===== src/rtl/pipe_pkg.sv =====
// Shared types and constants for the pipeline skid buffer.
package pipe_pkg;

   localparam int unsigned WORD_WIDTH = 32;

   // Buffer fill state; the encoding doubles as the word count.
   typedef enum logic [1:0] {
      EMPTY = 2'b00,
      ONE   = 2'b01,
      FULL  = 2'b10
   } state_e;

endpackage


===== src/rtl/pipe_word_reg.sv =====
// Data word register with load enable and asynchronous active-low reset.
module pipe_word_reg
   import pipe_pkg::*;
#(
   parameter int unsigned WIDTH = WORD_WIDTH
) (
   input  logic             clk,
   input  logic             rst_n,
   input  logic             load,
   input  logic [WIDTH-1:0] d,
   output logic [WIDTH-1:0] q
);

   logic [WIDTH-1:0] word_q;
   logic [WIDTH-1:0] word_d;

   // Hold the stored word unless a load is requested.
   always_comb begin
      word_d = word_q;
      if (load) begin
         word_d = d;
      end
   end

   // Word storage, cleared by reset.
   always_ff @(posedge clk or negedge rst_n) begin
      if (!rst_n) begin
         word_q <= '0;
      end else begin
         word_q <= word_d;
      end
   end

   assign q = word_q;

endmodule


===== src/rtl/pipe_skid_buffer.sv =====
// Two-entry skid buffer between pipeline stages with registered in_ready
// and synchronous flush. All outputs are driven directly from flops.
module pipe_skid_buffer
   import pipe_pkg::*;
#(
   parameter int unsigned WIDTH = WORD_WIDTH
) (
   input  logic             clk,
   input  logic             reset,
   input  logic             flush,
   input  logic             in_valid,
   output logic             in_ready,
   input  logic [WIDTH-1:0] in_data,
   output logic             out_valid,
   input  logic             out_ready,
   output logic [WIDTH-1:0] out_data,
   output logic [1:0]       occupancy
);

   state_e           state_q;
   state_e           state_d;
   logic             in_ready_q;
   logic             in_ready_d;
   logic             out_valid_q;
   logic             out_valid_d;
   logic             accept;
   logic             drain;
   logic             main_load;
   logic             main_from_skid;
   logic             skid_load;
   logic [WIDTH-1:0] main_in;
   logic [WIDTH-1:0] skid_word;

   assign accept = in_valid & in_ready_q;
   assign drain  = out_valid_q & out_ready;

   // Next state and register load controls; flush overrides everything.
   always_comb begin
      state_d        = state_q;
      main_load      = 1'b0;
      main_from_skid = 1'b0;
      skid_load      = 1'b0;
      case (state_q)
         EMPTY: begin
            if (accept) begin
               main_load = 1'b1;
               state_d   = ONE;
            end
         end
         ONE: begin
            if (accept && drain) begin
               main_load = 1'b1;
            end else if (accept) begin
               skid_load = 1'b1;
               state_d   = FULL;
            end else if (drain) begin
               state_d = EMPTY;
            end
         end
         FULL: begin
            if (drain) begin
               main_load      = 1'b1;
               main_from_skid = 1'b1;
               state_d        = ONE;
            end
         end
         default: begin
            state_d = EMPTY;
         end
      endcase
      if (flush) begin
         state_d   = EMPTY;
         main_load = 1'b0;
         skid_load = 1'b0;
      end
      // Handshake outputs are registered from the next state so out_ready
      // never reaches in_ready combinationally.
      in_ready_d  = (state_d != FULL);
      out_valid_d = (state_d != EMPTY);
   end

   // Control state and registered handshake flags.
   always_ff @(posedge clk or negedge reset) begin
      if (!reset) begin
         state_q     <= EMPTY;
         in_ready_q  <= 1'b1;
         out_valid_q <= 1'b0;
      end else begin
         state_q     <= state_d;
         in_ready_q  <= in_ready_d;
         out_valid_q <= out_valid_d;
      end
   end

   // Main register is refilled from the skid word when draining out of FULL.
   always_comb begin
      main_in = in_data;
      if (main_from_skid) begin
         main_in = skid_word;
      end
   end

   pipe_word_reg #(.WIDTH(WIDTH)) u_main (
      .clk   (clk),
      .rst_n (reset),
      .load  (main_load),
      .d     (main_in),
      .q     (out_data)
   );

   pipe_word_reg #(.WIDTH(WIDTH)) u_skid (
      .clk   (clk),
      .rst_n (reset),
      .load  (skid_load),
      .d     (in_data),
      .q     (skid_word)
   );

   assign in_ready  = in_ready_q;
   assign out_valid = out_valid_q;
   assign occupancy = state_q;

endmodule


===== config.mk =====
export PLATFORM = sky130hd
export DESIGN_NAME = pipe_skid_buffer
export DESIGN_NICKNAME = d
export VERILOG_FILES = /design/src/rtl/pipe_pkg.sv /design/src/rtl/pipe_word_reg.sv /design/src/rtl/pipe_skid_buffer.sv
export SDC_FILE = /design/constraint.sdc
export NUM_CORES = 1
export LEC_CHECK = 0
export CAP_MARGIN = 20
export CORE_ASPECT_RATIO = 0.7
export CORE_MARGIN = 2
export CORE_UTILIZATION = 53
export CTS_BUF_LIST = sky130_fd_sc_hd__clkbuf_2
export CTS_CLUSTER_DIAMETER = 80
export DETAILED_ROUTE_END_ITERATION = 6
export PLACE_DENSITY_LB_ADDON = 0.2
export SLEW_MARGIN = 20
export SYNTH_ARGS = -nofsm -noshare
export SYNTH_HDL_FRONTEND = slang
export SYNTH_HIERARCHICAL = 1
export SYNTH_SLANG_ARGS = --single-unit
export TNS_END_PERCENT = 100

===== constraint.sdc =====
create_clock -name clk -period 2.55 [get_ports clk]
set_input_delay 0.3825 -clock clk [delete_from_list [all_inputs] [get_ports clk]]
set_output_delay 0.3825 -clock clk [all_outputs]
set_load 0.03 [all_outputs]

## Word level (Yosys, flattened, before mapping)

Index checks and enable logic that the tools add are counted.

- Register bits: 68
- Input port bits: 37
- Output and inout bits: 36
- Logic and storage cells: 30

- Equal/unequal tests: 3
- Mux-type cells: 17
- Bitwise operators: 2
- Reduce and logical (&&, ||, !) cells: 3

Operators with widths:

| operator | number |
|---|---|
| 32-bit two-way mux | 1 |
| 2-bit two-way mux | 6 |
| 1-bit two-way mux | 8 |
| 2-bit one-hot mux with 3 select lines | 1 |
| 1-bit one-hot mux with 3 select lines | 1 |
| 1-bit AND | 2 |
| 2-bit by 1-bit equality test with 1-bit output, second input constant | 1 |
| 2-bit equality test, second input constant | 1 |
| 2-bit zero test | 1 |
| 2-bit inequality test, second input constant | 1 |
| 2-bit nonzero test | 1 |
| 1-bit logical AND | 1 |

## Depth between registers and ports, before layout

Gate-level depths: netlist of run 1.

- Depth after elaboration: 7
- Gate-level depth with buffers: 8

## Modules after synthesis

The synthesis of run 1 kept the hierarchy.

Modules (own cells, without submodules):

| module | times used | cells an instance | area each (µm²) |
|---|---|---|---|
| pipe_word_reg | 2 | 68 | 1345.0 |
| pipe_skid_buffer | 1 | 56 | 744.5 |

## Worst setup path after synthesis of run 1

OpenSTA, ideal clock, no wires.

- Path type: reg-to-reg
- Start point: register state_q[0] (netlist: occupancy[0])
- End point: register u_main.word_q[0] (netlist: u_main/q[0])
- Data arrival time: 1924 ps
- Setup slack: 501 ps
- Cell stages (with the launch flop): 9
- Buffers on the path: 4
- Period minus slack after synthesis: 2049 ps
- Path through: dfrtp_1 > buf_2 > nand4b_4 > buf_6 > o31a_1 > a21oi_1 > buf_6 > buf_12 > mux2_4

- Longest elaborated chain between the ends: 3
- Elaborated cells between the ends (all ways): 7
- Classes of those cells: eq/ne (2); mux (4); reduce/logical (1)

Ends and longest elaborated chain:

| element | RTL line | source |
|---|---|---|
| start, declared | pipe_skid_buffer.sv:20 | `state_e state_q;` |
| start signal, assigned | pipe_skid_buffer.sv:89 | `state_q <= state_d;` |
| 2-bit equality test, or another cell as far along | pipe_skid_buffer.sv:43 | `case (state_q)` |
| 1-bit one-hot mux with 3 select lines * | pipe_skid_buffer.sv:43 |  |
| 1-bit two-way mux * | pipe_skid_buffer.sv:71 | `if (flush) begin` |
| net main_load | pipe_skid_buffer.sv:28 | `logic main_load;` |
| end signal, assigned | pipe_word_reg.sv:30 | `word_q <= word_d;` |
| end, declared | pipe_word_reg.sv:14 | `logic [WIDTH-1:0] word_q;` |

Mark *: on every way through the listed nets, which the timed path passes. The rest lies on a longest branch.
A chain may end at the register's enable or synchronous reset.

## Worst setup path after layout of run 1

- Start point: register state_q[1] (netlist: occupancy[1])
- End point: output occupancy[1]

RTL lines:

| element | RTL line | source |
|---|---|---|
| end, declared | pipe_skid_buffer.sv:17 | `output logic [1:0] occupancy` |

No word-level cell between the ends.

==> metrics, run 1 <==
status=finished, final reports clean; period utilization=0.856; Hold WC Path Type=in -> async; Worst Tran Pin Value=412 ps; grt ovf=0; Die H=71.4 um; CTS sink cnt=68; RD Place Congestion=0.748; f_max=0.458 GHz; most common cell after layout, fill and taps aside=mux2_4; Fin. Hold Viols=0; Syn Nets=229; Yosys top cell area share=0.488; WL met2=2770 um; DR WL met3=approximately 280 um; detailed-route DRC error count=0; post-CTS sizing=0; Die Outline Area=7150 sq um; DR top layer=met4; Die Width=100 um; minimum clock period=2180 ps; #FFs+latches synth=68; Root Buffer=clkbuf_2; Final nets=308; first-pass GRT wire length=10100 um; Worst VDD drop=between 400 and 500 uV; critical path buffer and inverter count=1; Synth Flop Type=dfrtp_1; Starting Density=0.550; pwr dens=roughly 910 nW/um^2; Pins Over Slew Limit=0; row count=24; setup tns final=0 ps; share of cells above drive strength 1=0.449; Iteration-0 DRC Markers=77; CP startpoint kind=flip-flop; register area=1700 sq um; H-Tree Level Count=3; crit path cell chain=clkdlybuf4s50_1; commonest non-fill, non-tap cells in the layout=mux2_4 (89), clkdlybuf4s50_1 (71), dfrtp_1 (67); Final Power=3.92 mW; I/O Buffers=72; Crit path largest cell delay=740 ps; mapped cell area=3430 sq um; synth top area cells=dfrtp_1 (49%), mux2_4 (39%), buf_12 (3.5%); Clk Latency, worst-skew pair=510 ps; ANT cells=0; post-detail-place hpwl=4140 um; number of flops mapped to enable cells by yosys=0; vias=~1800; CTS buffer count=9; post-synth top area cell=dfrtp_1; wire length per cell=around 17 um; largest net degree at the start of global routing=33; final WL=about 6000 um; clock slew at reported path FFs=190 ps; Antenna Nets Post-Route=0; met1 wire length=between 3000 and 4000 um; Max transition margin=0.725; clock skew=20.3 ps; initial antenna violation count=0; Seq/Total Area, Yosys=0.496; P_leak=2.01 nW; gr usage total=0.188; multi-input logic area=1560 sq um; Yosys cell types=21; required time of the worst setup path=2170 ps; maxcap violations=0; crit-path max FO=8; Setup-failing EPs final=0; crit path capture type=output pin; vias in the first global route=1976; Crit Path Category=reg -> out; drt first pass iters=4; Post-CTS Setup Inserts=0; asr flop ratio synth=1.00; Syn. warnings=6; CTS tree=built; placed inst area=about 4200 sq um; CP top delay family=buffers and inverters; R2R Setup Slk=690 ps; total core area=~6200 sq um; Worst EP arrival=1800 ps; via-per-instance ratio=approximately 5.2; P&R area growth vs syn=25.6%; Post-Syn Area per Cell=17.9 sq um; I/O Pins=73; Worst Hold Margin=285 ps; CTS max path bufs=2; post-route cell area=4310 sq um; Fill cells=about 440; RSZ-0062 raised after global routing=no; slowest CP cell=clkdlybuf4s50_1; Syn Inst Count=192
[worst paths after layout]
| check | startpoint | end | cells past startpoint |
|---|---|---|---|
| min in group clk | in_data[0] | u_skid/q[0] | 2 |
| max in group asynchronous | reset | u_skid/q[28] | 3 |
| worst min-delay path | reset | occupancy[1] | 2 |
| worst max register to register | occupancy[1] | u_main/q[29] | 5 |
| worst max-delay path | occupancy[1] | occupancy[1] | 1 |
| worst min register to register | u_skid/q[29] | u_skid/q[29] | 1 |
[logic make-up after synthesis]
group	count (synthesis)	synth area share
mux	97	0.415
buf+inv	12	0.0528
flops	68	0.496
compound gates	7	0.0149
simple gates	8	0.0215
[through the flow]
step	cells	utilization	worst slack [ps]
floorplan	192	-	501
global placement	337	0.667	388
detailed placement	337	0.667	342
CTS	354	0.691	327
global route	354	0.691	283
finish	354	0.691	367
[cells in the mapped netlist (2+ instances only)]
library cell  instances
a211oi_1              2
buf_12                6
buf_6                 5
dfrtp_1              67
mux2_2                7
mux2_4               89
nand2_1               2
[flip-flops by register name, summed over array words and instances, names as in the netlist]
signal and count:
u_skid/q 32, in_ready 1, u_main/q 32, occupancy 2
out_valid 1
[cell type report]
cell class                 count  share of cell area
multi-input combinational    112               0.362
timing repair buffer          80               0.189
tap                           78              0.0226
clock buffer                   9              0.0104
sequential                    68               0.395
clock inverter                 7              0.0209
[where the power goes]
group | internal (mW) | leakage, nW | switching (mW) | total (mW)
clock | 0.321 | 0.0797 | 0.397 | 0.718
combinational | 0.893 | 1.12 | 0.616 | 1.51
sequential | 1.46 | 0.811 | 0.233 | 1.69
[metal layers]
layer,up-vias,GRT usage
met2,43,0.272
met3,11,0.0595
met5,-,0
met1,916,0.270
li1,858,-
met4,0,0.0639
[what timing repair did]
action                                 CTS  global route
hold buffers                             1             0
setup endpoints to repair                0             0
endpoints found under the hold margin   14             0
(Power assumes the default switching activity.)
==> run 2: changes to the inputs <==
--- a/config.mk
+++ b/config.mk
@@ -8,8 +8,8 @@
 export CAP_MARGIN = 20
 export CORE_ASPECT_RATIO = 0.7
 export CORE_MARGIN = 2
-export CORE_UTILIZATION = 53
-export CTS_BUF_LIST = sky130_fd_sc_hd__clkbuf_2
+export CORE_UTILIZATION = 51
+export CTS_BUF_LIST = sky130_fd_sc_hd__clkbuf_16
 export CTS_CLUSTER_DIAMETER = 80
 export DETAILED_ROUTE_END_ITERATION = 6
 export PLACE_DENSITY_LB_ADDON = 0.2
==> run 2 against run 1 <==
Critical path depth stayed put. Global-route usage fell by 0.37 points. Critical endpoint is now in_ready. Critical path type unchanged. Total power is 18% higher.
==> metrics, run 2 (synthesis gave the netlist of run 1 again) <==
I/O Pins=73 (unchanged); Antenna Nets Post-Route=0 (unchanged); most common cell after layout, fill and taps aside=mux2_4; Starting Density=0.540 (-0.0104); vias=1831 (+0.16%); Fill cells=443 (+0.23%); Max transition margin=0.760 (+0.0351); CTS sink cnt=68 (unchanged); Pins Over Slew Limit=0 (unchanged); multi-input logic area=1560 sq um (unchanged); Hold WC Path Type=in -> async; Final nets=304 (-1.3%); Worst Tran Pin Value=359 ps (-52.7 ps); gr usage total=0.184 (-0.00371); row count=24 (unchanged); I/O Buffers=72 (unchanged); vias in the first global route=1991 (+0.76%); post-CTS sizing=0 (unchanged); via-per-instance ratio=5.04 (-2.3%); RD Place Congestion=0.790 (+5.5%); post-detail-place hpwl=3770 um (-9.0%); Finished Core Util=0.709 (+0.0184); share of cells above drive strength 1=0.441 (-0.00810); detailed-route DRC error count=0 (unchanged); CTS tree=built; Iteration-0 DRC Markers=59 (-23%); pwr dens=1020 nW/um^2 (+13%); non-filler cells, final=363 (+2.5%); Hold-fix buffers, CTS=0 (-1); P_leak=2.07 nW (+3.3%); total core area=6370 sq um (+1.9%); slowest CP cell=clkdlybuf4s50_1; H-Tree Level Count=3 (unchanged); dpl ws=305 ps (-37.0 ps); wire length per cell=16.8 um (-3.8%); minimum clock period=1940 ps (-240 ps); clock slew at reported path FFs=50 ps (-140 ps); first-pass GRT wire length=10200 um (+1.1%); Crit path largest cell delay=680 ps (-60 ps); Setup-failing EPs final=0 (unchanged); Crit Path Category=reg -> out; Clk Latency, worst-skew pair=330 ps (-180 ps); CTS buffer count=9 (unchanged); status=finished, final reports clean; Post-CTS Setup Inserts=0 (unchanged); critical path buffer and inverter count=1 (unchanged); final worst slack=607 ps (+240 ps); f_max=0.515 GHz (+12%); required time of the worst setup path=2170 ps (about the same); clock skew=3.40 ps (-16.9 ps); crit-path max FO=5 (-3); initial antenna violation count=0 (unchanged); crit path from=in_ready; grt ovf=0 (unchanged); crit path cell chain=clkdlybuf4s50_1; setup tns final=0 ps (unchanged); crit path capture type=output pin; Die Width=102 um (+1.9%); reg2reg start=in_ready; commonest non-fill, non-tap cells in the layout=mux2_4 (89), clkdlybuf4s50_1 (71), dfrtp_1 (67); CP top delay family=buffers and inverters; Worst VDD drop=458 uV (+1.9%); largest net degree at the start of global routing=69 (+110%); maxcap violations=0 (unchanged); CTS max path bufs=2 (unchanged); period utilization=0.762 (-0.0942); ANT cells=0 (unchanged); Root Buffer=clkbuf_16; register area=1700 sq um (unchanged); drt first pass iters=4 (unchanged); CP startpoint kind=flip-flop; Worst EP arrival=1560 ps (-240 ps); final WL=6100 um (-1.4%); DP Cell Count=347 (+3.0%); Fin. Hold Viols=0 (unchanged); RSZ-0062 raised after global routing=no; Die H=72.7 um (+1.8%); P&R area growth vs syn=31.4%; Die Outline Area=7420 sq um (+3.7%)
## run 2: metal layers
metal / routed length [um] / GRT usage
met2: 2800 / 0.275
met1: 2990 / 0.257
met3: 254 / 0.0623
met4: 49 / 0.0578
met5: 0 / 0
## run 2: cell type report
class                   count  share of cell area
clock buffers               9              0.0499
multi-input cells         112               0.346
repair buffers             76               0.176
flip-flops and latches     68               0.377
clock inverters             7              0.0252
well taps                  91              0.0252
## run 2: worst reg2reg max path, delay by kind of cell, from the launching register on
family	cells	cell delay (ps)
flip-flops	1	560
multiplexers	1	390
AND/OR/NAND/NOR	2	330
buffers and inverters	1	270
AO/OA/AOI/OAI	1	200
## run 2: path summary, 6_finish.rpt
| check | depth (start not counted) | end | slack [ps] |
|---|---|---|---|
| min in group clk | 1 | u_skid/q[9] | 510 |
| min | 2 | u_skid/q[24] | 60 |
| max in group asynchronous | 2 | in_ready | 2160 |
| max | 1 | in_ready | 610 |
| max reg2reg | 5 | u_main/q[29] | 680 |
| min reg2reg | 1 | u_skid/q[9] | 510 |
## run 2: report_power, final
group	leakage, nW	internal, mW	switching [mW]
registers	0.811	1.47	0.237
clock network	0.161	0.951	0.457
logic	1.10	0.891	0.618
## run 2: through the flow
| stage | hold WS [ps] | area (sq um) | total power [mW] |
|---|---|---|---|
| finish | 59.2 | 4510 | 4.62 |
| global route | 87.3 | 4510 | 4.84 |
| global placement | 434 | 4180 | 3.19 |
| detailed placement | 432 | 4180 | 3.23 |
| floorplan | 86.9 | 3430 | 2.70 |
| CTS | 74.5 | 4510 | 4.67 |
==> run 3: changes to the inputs <==
--- a/config.mk
+++ b/config.mk
@@ -8,7 +8,7 @@
 export CAP_MARGIN = 20
 export CORE_ASPECT_RATIO = 0.7
 export CORE_MARGIN = 2
-export CORE_UTILIZATION = 51
+export CORE_UTILIZATION = 46
 export CTS_BUF_LIST = sky130_fd_sc_hd__clkbuf_16
 export CTS_CLUSTER_DIAMETER = 80
 export DETAILED_ROUTE_END_ITERATION = 6
==> constraint.sdc (replaced) <==
create_clock -name clk -period 1.7 [get_ports clk]
set_input_delay 0.255 -clock clk [delete_from_list [all_inputs] [get_ports clk]]
set_output_delay 0.255 -clock clk [all_outputs]
set_load 0.03 [all_outputs]
==> run 3 against run 2 <==
The flow now finishes with violations (negative setup slack). Clock power up 24%. Combinational power up 58%. First-iteration DRC count up 5.1%.
==> metrics, run 3 (synthesis gave the netlist of run 1 again) <==
status=finished with violations; failing checks=negative setup slack; largest net degree at the start of global routing=69 (unchanged); critical path buffer and inverter count=2 (+1); required time of the worst setup path=1900 ps (-270 ps); CP top delay family=flip-flops; Starting Density=0.473 (-0.0661); minimum clock period=1790 ps; Worst EP arrival=1990 ps (+430 ps); slowest CP cell=dfstp_2; initial antenna violation count=0 (unchanged); Antenna Nets Post-Route=0 (unchanged); non-filler cells, final=388 (+6.9%); pwr dens=1420 nW/um^2 (+39%); maxcap violations=0 (unchanged); post-detail-place hpwl=4110 um (+9.2%); P&R area growth vs syn=36.6%; P_leak=2.18 nW (+5.4%); final worst slack=-89.3 ps (-697 ps); I/O Pins=73 (unchanged); Final Power=6.67 mW (+44%); R2R Setup Slk=-90 ps (-770 ps); Die Outline Area=8180 sq um (+10%); final WL=6380 um (+4.7%); Crit path largest cell delay=540 ps (-140 ps); commonest non-fill, non-tap cells in the layout=mux2_4 (92), clkdlybuf4s50_1 (67), dfrtp_1 (65); crit path capture type=flip-flop; Hold WC Path Type=in -> async; Worst VDD drop=638 uV (+39%); most common cell after layout, fill and taps aside=mux2_4; CTS tree=built; Root Buffer=clkbuf_16; drt first pass iters=2 (-2); clock skew=5.67 ps (+2.27 ps); CTS max path bufs=2 (unchanged); Finished Core Util=0.647 (-0.0622); Worst Hold Margin=483 ps (+424 ps); row count=26 (+8.3%); register area=1710 sq um (+0.15%); via-per-instance ratio=4.85 (-3.8%); CTS buffer count=9 (unchanged); wire length per cell=16.4 um (-2.1%); Die Width=107 um (+5.1%); first-pass GRT wire length=10500 um (+2.4%); vias in the first global route=2062 (+3.6%); clock slew at reported path FFs=50 ps (about the same); crit-path max FO=8 (+3); Fill cells=536 (+21%); CTS sink cnt=68 (unchanged); Die H=76.3 um (+5.0%); Setup-failing EPs final=34 (+34); total core area=7250 sq um (+14%); Final nets=322 (+5.9%); share of cells above drive strength 1=0.486 (+0.0450); Fin. Hold Viols=0 (unchanged); CP startpoint kind=flip-flop; H-Tree Level Count=3 (unchanged); f_max=0.559 GHz; Crit Path Category=reg -> reg; I/O Buffers=72 (unchanged); placed inst area=4300 sq um (+2.9%); post-route cell area=4690 sq um (+4.0%); grt ovf=0 (unchanged); gr usage total=0.166 (-0.0183); RD Place Congestion=0.786 (-0.42%); multi-input logic area=1580 sq um (+1.1%); ANT cells=0 (unchanged); dpl ws=-397 ps (-702 ps); detailed-route DRC error count=0 (unchanged); DP Cell Count=367 (+5.8%); Worst Tran Pin Value=360 ps (+0.555 ps); Iteration-0 DRC Markers=62 (+5.1%); Pins Over Slew Limit=0 (unchanged); vias=1882 (+2.8%); Clk Latency, worst-skew pair=320 ps (about the same); Max transition margin=0.760 (about the same); crit path cell chain=and3b_2 > nand3_2 > a21oi_4 > buf_12 > clkbuf_16 > mux2_4; RSZ-0062 raised after global routing=yes; period utilization=1.05; setup tns final=-2150 ps (-2150 ps)
==> run 3: changes by cell type in the layout (fill, tap and decap cells not counted), moves of 2 or more <==
cell             change
dfrtp_2              +2
clkinv_2             +3
dlygate4sd2_1        +4
clkdlybuf4s50_1      -4
dfrtp_1              -2
bufinv_16            -2
clkbuf_16            +2
buf_4               +12
clkinv_1             -2
mux2_4               +3
inv_1                +2
mux2_2               -3
==> run 3: final cells by class <==
cell class,instances,area share
clock inverters,7,0.0128
repair buffers,94,0.213
flip-flops and latches,68,0.363
well taps,98,0.0261
clock buffers,9,0.0480
multi-input cells,112,0.337
==> run 3: per-layer routing <==
metal  up-vias  GRT usage  share of wire
li1        881          -              -
met1       948      0.240           0.50
met2        47      0.235           0.44
met3         6     0.0556          0.050
met4         0     0.0545         0.0094
met5         -          0              0
==> run 3: repair_timing <==
action | CTS | global route
pin swaps | 2 | 2
gates cloned | 0 | 2
buffers inserted | 0 | 2
hold endpoints to repair | 67 | 0
resized for setup | 7 | 4
endpoints found under the setup margin | 54 | 63
hold buffers | 1 | 0
==> run 3: worst paths after layout <==
check | start | endpoint | cells after the start
min in group clk | u_main/q[21] | u_main/q[21] | 1
max | in_ready | u_main/q[16] | 6
max in group asynchronous | reset | in_ready | 3
max reg2reg | in_ready | u_main/q[16] | 6
min | reset | occupancy[0] | 3
min reg2reg | u_main/q[21] | u_main/q[21] | 1
==> run 3: where the power goes <==
part           internal [mW]  switching, mW
clock network           1.11          0.634
registers               2.21          0.335
logic                   1.42          0.958
total                   4.74           1.93
==> run 3: worst reg2reg max path: stages (launching register included) <==
cell	delay (ps)
dfstp_2	540
and3b_2	210
nand3_2	110
a21oi_4	190
buf_12	150
clkbuf_16	170
mux2_4	300
